[src/rtl/ltssm_lane_ctrl.sv]
// Per-link lane controller: width resolve, lane-number check/degrade/reversal (LTSSM_LANE_REVERSAL_EN), flag qualify, update fan-out.
// Latency: every output is registered, one cycle after the causing input.
// Backpressure: none; ts_update while waiting is dropped, outstanding update ends in ack, timeout or abort.
module ltssm_lane_ctrl #(
  parameter int NUM_LANES   = 4,
  parameter int PERSIST     = 8,
  parameter int ACK_TIMEOUT = 1024
) (
  input  logic                     clk,
  input  logic                     rst,
  input  logic [NUM_LANES-1:0]     rx_det,
  input  logic                     det_latch,
  input  logic                     cfg_done,
  input  logic [8*NUM_LANES-1:0]   lane_num,
  input  logic [NUM_LANES-1:0]     lane_num_vld,
  input  logic [NUM_LANES-1:0]     lane_flag,
  input  logic                     ts_update,
  input  logic [NUM_LANES-1:0]     lane_update_ack,
  output logic [NUM_LANES-1:0]     lane_ts_update,
  output logic                     ts_update_ack,
  output logic                     ts_update_timeout,
  output logic                     flag_all,
  output logic                     flag_any,
  output logic [NUM_LANES-1:0]     active_mask,
  output logic [4:0]               link_width,
  output logic                     lane_reversed
);

  localparam int CW = $clog2(PERSIST + 1);
  localparam int TW = $clog2(ACK_TIMEOUT + 1);

  typedef enum logic {U_IDLE, U_WAIT} ustate_t;

  ustate_t              state;
  logic [NUM_LANES-1:0] pending;
  logic [TW-1:0]        timer;
  logic [CW-1:0]        cnt [NUM_LANES];

  logic [NUM_LANES-1:0] straight, qual, det_mask, cfg_mask, mask_nxt, pend_nxt;
  logic [4:0]           det_w, cfg_width;
  logic                 cfg_rev;

  function automatic logic [NUM_LANES-1:0] lmask(input int w);
    return NUM_LANES'((32'd1 << w) - 32'd1);
  endfunction

  always_comb begin
    det_w = '0;
    for (int k = 0; k < 5; k++)
      if ((1 << k) <= NUM_LANES && &(rx_det | ~lmask(1 << k)))
        det_w = 5'(1 << k);
    det_mask = lmask(int'(det_w));
  end

  always_comb begin
    for (int i = 0; i < NUM_LANES; i++) begin
      straight[i] = lane_num_vld[i] && (lane_num[8*i +: 8] == 8'(i));
      qual[i]     = (cnt[i] == CW'(PERSIST));
    end
  end

`ifdef LTSSM_LANE_REVERSAL_EN
  logic [NUM_LANES-1:0] reversed;
  always_comb begin
    for (int i = 0; i < NUM_LANES; i++)
      reversed[i] = lane_num_vld[i] && (lane_num[8*i +: 8] == 8'(int'(link_width) - 1 - i));
  end
`endif

  // active_mask is always a contiguous low-lane prefix, so "all active lanes" is a masked AND
  always_comb begin
    cfg_mask  = active_mask;
    cfg_width = link_width;
    cfg_rev   = lane_reversed;
    if (&(straight | ~active_mask)) begin
      cfg_rev = 1'b0;
    end
`ifdef LTSSM_LANE_REVERSAL_EN
    else if (link_width > 5'd1 && &(reversed | ~active_mask)) begin
      cfg_rev = 1'b1;
    end
`endif
    else begin
      cfg_rev   = 1'b0;
      cfg_mask  = '0;
      cfg_width = '0;
      for (int k = 0; k < 5; k++)
        if ((1 << k) <= NUM_LANES && 5'(1 << k) < link_width && &(straight | ~lmask(1 << k))) begin
          cfg_mask  = lmask(1 << k);
          cfg_width = 5'(1 << k);
        end
    end
  end

  always_comb begin
    mask_nxt = det_latch ? det_mask : (cfg_done ? cfg_mask : active_mask);
    pend_nxt = pending & ~lane_update_ack & mask_nxt;
  end

  always_ff @(posedge clk) begin
    if (rst) begin
      state             <= U_IDLE;
      pending           <= '0;
      timer             <= '0;
      lane_ts_update    <= '0;
      ts_update_ack     <= 1'b0;
      ts_update_timeout <= 1'b0;
      flag_all          <= 1'b0;
      flag_any          <= 1'b0;
      active_mask       <= '0;
      link_width        <= '0;
      lane_reversed     <= 1'b0;
      for (int i = 0; i < NUM_LANES; i++) cnt[i] <= '0;
    end else begin
      lane_ts_update    <= '0;
      ts_update_ack     <= 1'b0;
      ts_update_timeout <= 1'b0;

      if (det_latch) begin
        active_mask   <= det_mask;
        link_width    <= det_w;
        lane_reversed <= 1'b0;
      end else if (cfg_done) begin
        active_mask   <= cfg_mask;
        link_width    <= cfg_width;
        lane_reversed <= cfg_rev;
      end

      // lanes dropped this cycle by a detect or a degrade lose their history
      for (int i = 0; i < NUM_LANES; i++) begin
        if (!det_latch && lane_flag[i] && active_mask[i] && mask_nxt[i])
          cnt[i] <= qual[i] ? cnt[i] : cnt[i] + CW'(1);
        else
          cnt[i] <= '0;
      end
      flag_all <= (active_mask != '0) && &(qual | ~active_mask);
      flag_any <= |(qual & active_mask);

      case (state)
        U_IDLE: begin
          if (ts_update) begin
            if (active_mask == '0) begin
              ts_update_ack <= 1'b1;
            end else begin
              lane_ts_update <= active_mask;
              pending        <= active_mask;
              timer          <= '0;
              state          <= U_WAIT;
            end
          end
        end
        U_WAIT: begin
          if (det_latch) begin
            pending <= '0;
            state   <= U_IDLE;
          end else if (pend_nxt == '0) begin
            pending       <= '0;
            ts_update_ack <= 1'b1;
            state         <= U_IDLE;
          end else if (timer == TW'(ACK_TIMEOUT)) begin
            // timer is 0 on the request cycle, so expiry lands ACK_TIMEOUT+1 cycles after it
            pending           <= '0;
            ts_update_timeout <= 1'b1;
            state             <= U_IDLE;
          end else begin
            pending <= pend_nxt;
            timer   <= timer + TW'(1);
          end
        end
        default: state <= U_IDLE;
      endcase
    end
  end

endmodule

[config.mk]
export PLATFORM = sky130hd
export DESIGN_NAME = ltssm_lane_ctrl
export DESIGN_NICKNAME = d
export VERILOG_FILES = /design/src/rtl/ltssm_lane_ctrl.sv
export SDC_FILE = /design/constraint.sdc
export NUM_CORES = 1
export LEC_CHECK = 0
export CORE_MARGIN = 2
export CORE_UTILIZATION = 45
export DETAILED_ROUTE_END_ITERATION = 10
export PLACE_DENSITY = 0.81
export SYNTH_ARGS = -nofsm -noshare
export SYNTH_HDL_FRONTEND = slang
export SYNTH_SLANG_ARGS = --single-unit
[constraint.sdc]
create_clock -name clk -period 2.65 [get_ports clk]
set_input_delay 0.53 -clock clk [delete_from_list [all_inputs] [get_ports clk]]
set_output_delay 0.53 -clock clk [all_outputs]
set_load 0.02 [all_outputs]
==> results.toml <==
[status]
status = "complete, but fails checks"
violations = "negative setup slack"

[floorplanning]
start_util = 0.465
die_h_um = 84.7
fp-row-count = 29
pin_count = 71
fp.dieArea_um2 = 7180
die_w_um = 84.7
core-area_um2 = 6310

[synth]
synth_async_sr_flop_share = 0
synthMuxAreaShare = 0.00682
syn_inst = 324
synth_xor_xnor_area_share = 0.0239
synth_compound_gate_area_share = 0.217
synth-simple-area-share = 0.279
yosysUniqueCellTypes = 63
ys.flop_type = "dfxtp_1"
ys.warnings.count = 0
syn-cell-area_um2 = 2930
syn_area_per_cell_um2 = 9.06
ys_seq_area_frac = 0.375
ys_ff_latch = 47
synth_top_family_by_area = "simple AND/OR/NAND/NOR gates"
synth_edf_count = 16
synthAdderAreaFrac = 0.0426

[cells_and_area]
fillCellCount = 426
synthToLayoutAreaGrowth_pct = 52.9
drive_gt1_frac = 0.260
layout.nets = 505
antenna_cells = 0

[place]
place.gp.congestion = 0.864
io_buffers = 67
dp_slack_ns = -0.523
dpl.hpwl_um = 6230

[clocking]
cts_hold_buf = 0
clk_pin_slew_ns = 0.10
clockRootBuffer = "clkbuf_8"
cts_buffer_depth = 2
cts_tree = "done"
numCtsBuffers = 5
clkLatencyLatePin_ns = 0.31
htree_levels = 2
clkSinkCount = 47

[grt]
grt_overflow = 0
grt_usage = 0.242
grt_max_degree = 16
grt_antenna_before_repair = 0
grt_pass1_wl_um = 13900
grt_pass1_vias = 2934

[worst_setup_path]
worst-path-max-fanout = 4
end_kind = "flip-flop"
crit_path_start = "lane_num[1]"
critPathLaunchType = "primary input"
crit_arrival_ns = 2.97
worstPathRequired_ns = 2.84
crit_type = "primary input to flip-flop"
regToRegStartpoint = "active_mask[3]"

[detailed_routing]
dr.pass1.iters = 5
wl_per_cell_um = 19.6
drcViolationCount = 0
vias_per_cell = 6.07
ant_nets = 0
vias = 3154
drt-total-wl_um = 10200
dr.first_iter.drc_count = 268

[pwr]
p_leak_nw = 1.82
peakVddDrop_mv = 0.227
total_power_mw = 1.50
powerDensity_nw_per_um2 = 335

[timing]
slew_violations = 0
max_slew_margin = 0.666
finalCritPeriodShare = 1.05
timing.final.ws_setup_ns = -0.127
fin_crit_ns = 2.78
tightest_slew_ns = 0.496
skew_ns = 0.0154
fmax_mhz = 360
hold_violations = 0
finalSetupViolCount = 17

[job]
maxCapViolCount = 0

[hold_path]
hp-class = "flip-flop to flip-flop"
hp-start = "timer[10]"
==> kinds of logic (layout without fill, tap and decap cells) <==
| family | after synthesis | count (layout) |
|---|---|---|
| other | 1 | 3 |
| and+or+nand+nor | 145 | 145 |
| buffers and inverters | 37 | 154 |
| DFF | 47 | 47 |
| xor gates and xnor gates | 8 | 8 |
| AOI/OAI and AO/OA | 74 | 74 |
| adders and majority gates | 10 | 10 |
| muxes | 2 | 2 |
==> final cells by class <==
cell class	count	area, um^2	share of cell area
well taps	77	96.3	0.0215
inverters	23	86.3	0.0192
repair buffers	123	1140	0.254
clock buffers	5	68.8	0.0153
clock inverters	3	20.0	0.00446
flip-flops and latches	47	1100	0.245
multi-input cells	242	1970	0.440
==> placed cells by master, fill, tap and decap left out, types with 5 or more instances in the layout <==
cell type,netlist,routed
a21oi_1,12,10
nand3_1,17,15
ha_1,10,10
inv_1,23,23
clkbuf_8,0,5
o31a_1,8,7
nand2b_1,7,6
nand4_1,5,5
edfxtp_1,16,16
dlygate4sd2_1,0,5
buf_6,1,5
nand3b_1,8,8
nor2_1,42,39
nor3_1,7,5
o21a_1,5,5
buf_4,3,50
or2_2,5,5
clkdlybuf4s50_1,0,37
nand2_1,20,20
dlymetal6s2s_1,0,18
o21ai_0,7,7
dfxtp_1,31,31
==> per-layer routing <==
layer | GRT usage | vias up | wire length, um
met5 | 0 | - | 0
met4 | 0.107 | 0 | 621
met3 | 0.0403 | 56 | 640
met2 | 0.447 | 166 | 5240
met1 | 0.272 | 1505 | 3710
li1 | - | 1427 | -
==> flip-flops by register name (all words and copies together), names as in the netlist <==
signal,cells
cnt,16
timer,11
active_mask,4
lane_ts_update,4
pending,4
link_width,3
flag_all,1
flag_any,1
state,1
ts_update_ack,1
ts_update_timeout,1
==> synth_stat cells (3+ instances only) <==
master / number / area (um^2)
nor2_1: 42 / 158
dfxtp_1: 31 / 621
inv_1: 23 / 86.3
nand2_1: 20 / 75.1
nand3_1: 17 / 85.1
edfxtp_1: 16 / 480
a21oi_1: 12 / 60.1
ha_1: 10 / 125
nand3b_1: 8 / 60.1
o31a_1: 8 / 70.1
clkbuf_1: 7 / 26.3
nand2b_1: 7 / 43.8
nor3_1: 7 / 35.0
o21ai_0: 7 / 35.0
o41ai_2: 6 / 97.6
a211oi_1: 5 / 37.5
a31oi_1: 5 / 31.3
nand4_1: 5 / 31.3
o21a_1: 5 / 37.5
or2_2: 5 / 31.3
and2_1: 4 / 25.0
nor3b_1: 4 / 30.0
or3_1: 4 / 25.0
xnor2_1: 4 / 35.0
xor2_1: 4 / 35.0
a22oi_1: 3 / 22.5
buf_4: 3 / 22.5
nand4b_1: 3 / 26.3
nor2b_1: 3 / 18.8
nor4_1: 3 / 18.8
==> worst max-delay path, cell delays in order <==
cell	delay (ns)
clkdlybuf4s15_1	0.24
nor4b_4	0.41
a31oi_4	0.15
o41a_1	0.52
a221oi_4	0.39
nor3b_4	0.11
buf_4	0.15
buf_4	0.12
buf_4	0.12
a21oi_2	0.17
nor3_2	0.06
==> final timing paths <==
path | end | cells past startpoint | slack (ns)
worst max-delay path | pending[1] | 11 | -0.13
worst min-delay path | timer[10] | 2 | 0.51
worst max register to register | pending[1] | 13 | -0.03
worst min register to register | timer[10] | 2 | 0.51
==> metrics by stage <==
| step | hold WS (ns) | utilization | std cells | TNS [ns] | cell area (um^2) |
|---|---|---|---|---|---|
| 6_report | 0.509 | 0.711 | 520 | -0.703 | 4490 |
| 5_1_grt | 0.508 | 0.711 | 520 | -1.35 | 4490 |
| 4_1_cts | 0.498 | 0.675 | 508 | -0.00620 | 4260 |
| 3_5_place_dp | 0.485 | 0.622 | 493 | -20.05 | 3930 |
| 3_3_place_gp | 0.474 | 0.622 | 493 | -17.47 | 3930 |
| 2_1_floorplan | 0.436 | - | 326 | 0 | 2940 |
==> what timing repair did <==
action	4_1_cts	5_1_grt
cloned	0	0
gates resized for setup	44	49
setup endpoints to repair	38	39
pin swaps	23	29
setup buffers	7	12
==> report_power, final <==
part	switching [mW]	internal, mW	leakage (nW)	total (mW)
logic	0.151	0.147	1.33	0.297
clock network	0.257	0.184	0.0418	0.442
registers	0.0128	0.751	0.449	0.764
total	0.421	1.08	1.82	1.50
Power figures use the tool's default switching activity.
